==> config.mk <==
export PLATFORM = sky130hd
export DESIGN_NAME = dmem_arbiter
export DESIGN_NICKNAME = d
export VERILOG_FILES = /design/src/rtl/dmem_arbiter_pkg.sv /design/src/rtl/dmem_arbiter.sv
export SDC_FILE = /design/constraint.sdc
export NUM_CORES = 1
export LEC_CHECK = 0
export BUFFER_PORTS_ARGS = -buffer_cell sky130_fd_sc_hd__buf_2
export CORE_AREA = 2 2 98 100
export CTS_CLUSTER_DIAMETER = 80
export DETAILED_ROUTE_END_ITERATION = 8
export DIE_AREA = 0 0 100 102
export PLACE_DENSITY = 0.65
export SLEW_MARGIN = 25
export SYNTH_ARGS = -nofsm -noshare
export SYNTH_HDL_FRONTEND = slang
export SYNTH_SLANG_ARGS = --single-unit
==> constraint.sdc <==
create_clock -name clk -period 1.3 [get_ports clk]
set_clock_uncertainty 0.1 [all_clocks]
set_input_delay 0.13 -clock clk [delete_from_list [all_inputs] [get_ports clk]]
set_output_delay 0.13 -clock clk [all_outputs]
set_load 0.02 [all_outputs]
==> src/rtl/dmem_arbiter_pkg.sv <==
// Shared constants for the data-memory arbiter.
//   arb_port_t  : identifies which requester owns a BRAM access (CPU or DMA)
//   arb_state_t : arbiter priority state (CPU priority or forced DMA grant)
package dmem_arbiter_pkg;

    typedef enum logic {
        ARB_CPU = 1'b0,
        ARB_DMA = 1'b1
    } arb_port_t;

    typedef enum logic {
        ARB_CPU_PRI   = 1'b0,
        ARB_DMA_FORCE = 1'b1
    } arb_state_t;

endpackage

==> src/rtl/dmem_arbiter.sv <==
// dmem_arbiter
//   Shares BRAM port A between the CPU load/store path and a DMA requester.
//   The CPU has fixed priority, but a DMA requester denied MAX_WAIT consecutive
//   cycles gets one forced grant. Read data (1-cycle BRAM latency) is steered
//   back to the port that issued the read.
// Ports
//   clk, rst                 clock, asynchronous active-high reset
//   cpu_req/we/addr/din      CPU request, byte enables (0 = read), address, data
//   cpu_gnt                  combinational accept for this cycle
//   cpu_rvalid/cpu_dout      read return, one cycle after a granted read
//   dma_*                    same set for the DMA requester
//   mem_en/addra/dina/wea    BRAM port-A controls driven by the granted port
//   mem_douta                BRAM read data
module dmem_arbiter
    import dmem_arbiter_pkg::*;
#(
    parameter int unsigned AW       = 14,
    parameter int unsigned MAX_WAIT = 8
) (
    input  logic          clk,
    input  logic          rst,
    input  logic          cpu_req,
    input  logic [3:0]    cpu_we,
    input  logic [AW-1:0] cpu_addr,
    input  logic [31:0]   cpu_din,
    output logic          cpu_gnt,
    output logic          cpu_rvalid,
    output logic [31:0]   cpu_dout,
    input  logic          dma_req,
    input  logic [3:0]    dma_we,
    input  logic [AW-1:0] dma_addr,
    input  logic [31:0]   dma_din,
    output logic          dma_gnt,
    output logic          dma_rvalid,
    output logic [31:0]   dma_dout,
    output logic          mem_en,
    output logic [AW-1:0] mem_addra,
    output logic [31:0]   mem_dina,
    output logic [3:0]    mem_wea,
    input  logic [31:0]   mem_douta
);

    localparam int unsigned     WCW       = $clog2(MAX_WAIT + 1);
    localparam logic [WCW-1:0]  WAIT_LAST = WCW'(MAX_WAIT - 1);

    arb_state_t     state;
    logic [WCW-1:0] wait_cnt;
    logic           rd_pending;
    arb_port_t      rd_owner;
    logic           dma_denied;

    // Grants are forced low during reset so no BRAM write slips through.
    always_comb begin
        cpu_gnt = 1'b0;
        dma_gnt = 1'b0;
        if (!rst) begin
            if (state == ARB_DMA_FORCE) begin
                dma_gnt = dma_req;
                cpu_gnt = cpu_req & ~dma_req;
            end else begin
                cpu_gnt = cpu_req;
                dma_gnt = dma_req & ~cpu_req;
            end
        end
    end

    assign dma_denied = dma_req & ~dma_gnt;

    always_comb begin
        mem_en    = cpu_gnt | dma_gnt;
        mem_addra = dma_gnt ? dma_addr : cpu_addr;
        mem_dina  = dma_gnt ? dma_din  : cpu_din;
        mem_wea   = '0;
        if (dma_gnt)
            mem_wea = dma_we;
        else if (cpu_gnt)
            mem_wea = cpu_we;
    end

    always_ff @(posedge clk or posedge rst) begin
        if (rst) begin
            state      <= ARB_CPU_PRI;
            wait_cnt   <= '0;
            rd_pending <= 1'b0;
            rd_owner   <= ARB_CPU;
        end else begin
            // Starvation counter: counts consecutive denied DMA cycles, saturating.
            if (dma_denied) begin
                if (wait_cnt != WAIT_LAST)
                    wait_cnt <= wait_cnt + 1'b1;
            end else begin
                wait_cnt <= '0;
            end

            case (state)
                ARB_CPU_PRI:
                    if (dma_denied && wait_cnt == WAIT_LAST)
                        state <= ARB_DMA_FORCE;
                ARB_DMA_FORCE:
                    if (dma_gnt || !dma_req)
                        state <= ARB_CPU_PRI;
                default:
                    state <= ARB_CPU_PRI;
            endcase

            // One-deep read tracker; a new grant every cycle simply replaces it.
            rd_pending <= (cpu_gnt && cpu_we == 4'b0000) ||
                          (dma_gnt && dma_we == 4'b0000);
            if (dma_gnt)
                rd_owner <= ARB_DMA;
            else if (cpu_gnt)
                rd_owner <= ARB_CPU;
        end
    end

    assign cpu_rvalid = rd_pending && (rd_owner == ARB_CPU);
    assign dma_rvalid = rd_pending && (rd_owner == ARB_DMA);
    assign cpu_dout   = mem_douta;
    assign dma_dout   = mem_douta;

endmodule

==> summary.md <==
| Metric | Value |
|---|---|
| Status | complete, but fails checks |
| Violated checks | setup timing |
| Post-Synthesis Cells | approximately 160 |
| Fmax | just over 500 MHz |
| Post-Synth Simple-Gate Area | under 10% |
| Maxcap violations | 0 |
| Detailed Place HPWL | 4.67 mm |
| RD Place Congestion | roughly 0.74 |
| CTS Root Cell | clkbuf_8 |
| Netlist cell types | 28 |
| Initial antenna violation count | 0 |
| Critical path capture point type | primary output |
| Vias per cell | between 3 and 4 |
| WP data required | approximately 1.1 ns |
| Hold Path Origin | dma_we[3] |
| Ys Warns | 0 |
| Core Rows | 35 |
| H-tree depth | 1 |
| Maximum vdd drop | between 0.00015 and 0.0002 V |
| Vias | ~1500 |
| Net Count, Synth | about 300 |
| CTS tree | yes |
| Minimum clock period | a little under 2 ns |
| First-pass GRT wire length | roughly 7 mm |
| Vias in the first global route | about 1400 |
| Post-DR wirelength/cell | approximately 14 microns |
| Crit share post-route | 148% |
| Register bit total from synthesis | 7 |
| Clock latency on the worst-skew pair | roughly 0.22 ns |
| Register area share after synthesis | 10.5% |
| Worst r2r dst | rd_owner$_DFFE_PP0P_ |
| CP Class | reg2out |
| Crit path DAT | 1.70 ns |
| Hold WC Path Type | in2reg |
| Endpoints failing setup | between 50 and 60 |
| Initial DRT Pass Iterations | 4 |
| DIE HEIGHT | 102 microns |
| Clock tree buffer depth | 2 |
| CP max FO | 11 |
| RSZ-0062 raised after global routing | true |
| Buffers added on ports | about 160 |
| Syn avg cell area | between 10 and 15 sq um |
| Nets@finish | approximately 410 |
| Worst hold path depth | 3 |
| RR Startpoint | state$_DFF_PP0_ |
| Final WS setup | -0.626 ns |
| WHS Endpoint | rd_pending$_DFF_PP0_ |
| Post-Synth Adder-Cell Area | 0.747% |
| Reg-to-reg setup timing slack | -0.19 ns |
| CP startpoint kind | register |
| Overflow after GRT | 0 |
| Synth-to-Final Area Change | 44.3% |
| Cell Area, Synth | approximately 1700 sq um |
| Initial core utilization | roughly 18% |
| Die area | about 10000 sq um |
| Global Route Usage Sum | ~8.8% |
| Leakage power total | 1.34 nW |
| Largest family of logic cells by synthesized area | multiplexers |
| Multiplexer share of the synthesized area | approximately two fifths |
| Slew of the pin with the lowest slew margin | slightly below 0.4 ns |
| Final core utilization | a little over a quarter |
| Num ports | 255 |
| Filler cell count | slightly below 1000 |
| Multi-input logic area | ~930 sq um |
| Initial DRC Count | 13 |
| Layout cells sized above 1 | between 80% and 90% |
| CTS Buf Count | 3 |
| Clock-pin slew on the worst setup and hold paths | roughly 0.04 ns |
| Die width | around 100 microns |
| Register area | 175 sq um |
| Final Non-Filler Cells | between 300 and 400 |
| Antenna Nets Post-Route | 0 |
| Placed Cells | approximately 370 |
| Final wirelength | approximately 5.6 mm |
| DR DRC count | 0 |
| Largest net degree at the start of global routing | 12 |
| Worst R2R Path Depth | 7 |
| Core Area | roughly 9100 sq um |
| Final Hold Viols | 0 |
| Synth Area in Compound Gates | 4.03% |
| Headroom to the max-slew limit | about three quarters |
| Setup_tns | -29.95 ns |
| Clock sink total | 7 |
| Hold slack | 0.159 ns |
| Final antenna diode count | 0 |
| Max-slew violation count | 0 |
| Pwr dens | about 560 nW/um^2 |
| Synth Area in XOR/XNOR | less than 1% |
[critical path, cell delays in order (launching register included)]
cell	delay, ns
dfrtp_1	0.38
nor2b_4	0.06
nor3b_4	0.23
buf_12	0.17
buf_4	0.14
mux2_2	0.33
buf_2	0.16
[power breakdown]
group | internal (mW) | leakage [nW] | switching (mW)
Clock | 0.211 | 0.0228 | 0.0860
Combinational | 0.446 | 1.23 | 0.360
Sequential | 0.229 | 0.0948 | 0.0101
Total | 0.886 | 1.34 | 0.456
[logic make-up after synthesis]
family | after synthesis
AOI/OAI and AO/OA | 9
muxes | 48
xor gates and xnor gates | 1
adders and majority gates | 1
buffers and inverters | 73
DFF | 7
and+or+nand+nor | 19
[worst max path at each step]
| stage | startpoint | end | cells after the start | slack [ns] |
|---|---|---|---|---|
| after floorplan | state$_DFF_PP0_ | mem_dina[28] | 5 | -0.20 |
| after global placement | state$_DFF_PP0_ | mem_addra[13] | 6 | -0.37 |
| after detailed placement | state$_DFF_PP0_ | mem_dina[31] | 6 | -0.42 |
| after CTS | state$_DFF_PP0_ | mem_dina[31] | 6 | -0.65 |
| after global routing | state$_DFF_PP0_ | mem_dina[9] | 6 | -0.67 |
| final | state$_DFF_PP0_ | mem_addra[13] | 6 | -0.63 |
[metal layers]
metal  vias up  wire length, microns  global-route usage [%]
li1        708                     -                       -
met1       656                  1990                    9.34
met2       122                  2800                    15.2
met3         2                   749                    4.86
met4         0                    18                    2.32
met5         -                     0                       0
[through the flow]
step,total power [mW],setup WS (ns),area [sq um]
6_report,1.34,-0.626,2420
5_1_grt,1.41,-0.666,2420
4_1_cts,1.32,-0.651,2310
3_5_place_dp,0.974,-0.419,2170
3_3_place_gp,0.966,-0.375,2170
2_1_floorplan,0.949,-0.203,1680
[what timing repair did]
| item | 4_1_cts | 5_1_grt |
|---|---|---|
| hold buffers | 1 | 0 |
| setup buffers | 3 | 5 |
| gates resized for setup | 20 | 27 |
| setup endpoints to repair | 54 | 59 |
| hold endpoints to repair | 7 | 0 |
| pin swaps | 2 | 2 |
[area by class of cell]
cell class,count,area share [%]
Timing Repair Buffer,182,46.3
Multi-Input combinational cell,78,38.6
Tap cell,111,5.75
Inverter,2,0.311
Clock buffer,4,1.86
Sequential cell,7,7.25
[sequential cells by signal, summed over array words and instances, names as in the netlist]
name and count:
rd_owner 1, rd_pending 1, state 1, wait_cnt 4
[Yosys cell counts (all sizes together)]
master | n | area, sq um
xnor2 | 1 | 8.76
nor3b | 1 | 12.5
nand3 | 2 | 10.0
nor2b | 2 | 20.0
mux2 | 46 | 679
o21ai | 2 | 10.0
a21oi | 1 | 5.00
dfrtp | 7 | 175
and2 | 1 | 6.26
nor2 | 7 | 26.3
ha | 1 | 12.5
mux2i | 2 | 20.0
a22o | 4 | 35.0
nand3b | 1 | 7.51
clkbuf | 1 | 3.75
inv | 2 | 7.51
o21ba | 1 | 10.0
nor4 | 2 | 12.5
buf | 70 | 587
a21o | 1 | 7.51
and4 | 1 | 8.76
nand2 | 1 | 3.75
and3 | 1 | 6.26
[placed cells by master (no fill, tap or decap), types with 2 or more instances in the layout]
| cell | synthesis | layout |
|---|---|---|
| nand3_1 | 2 | 2 |
| mux2i_1 | 2 | 2 |
| buf_12 | 4 | 2 |
| mux2_2 | 3 | 2 |
| mux2_4 | 43 | 44 |
| nor4_1 | 2 | 2 |
| nor2_1 | 7 | 7 |
| buf_2 | 0 | 137 |
| clkbuf_8 | 0 | 3 |
| dfrtp_1 | 7 | 7 |
| inv_1 | 2 | 2 |
| buf_4 | 64 | 24 |
| buf_6 | 1 | 18 |
| a22o_1 | 4 | 4 |
Note: power is estimated with default switching activity, not from simulation.
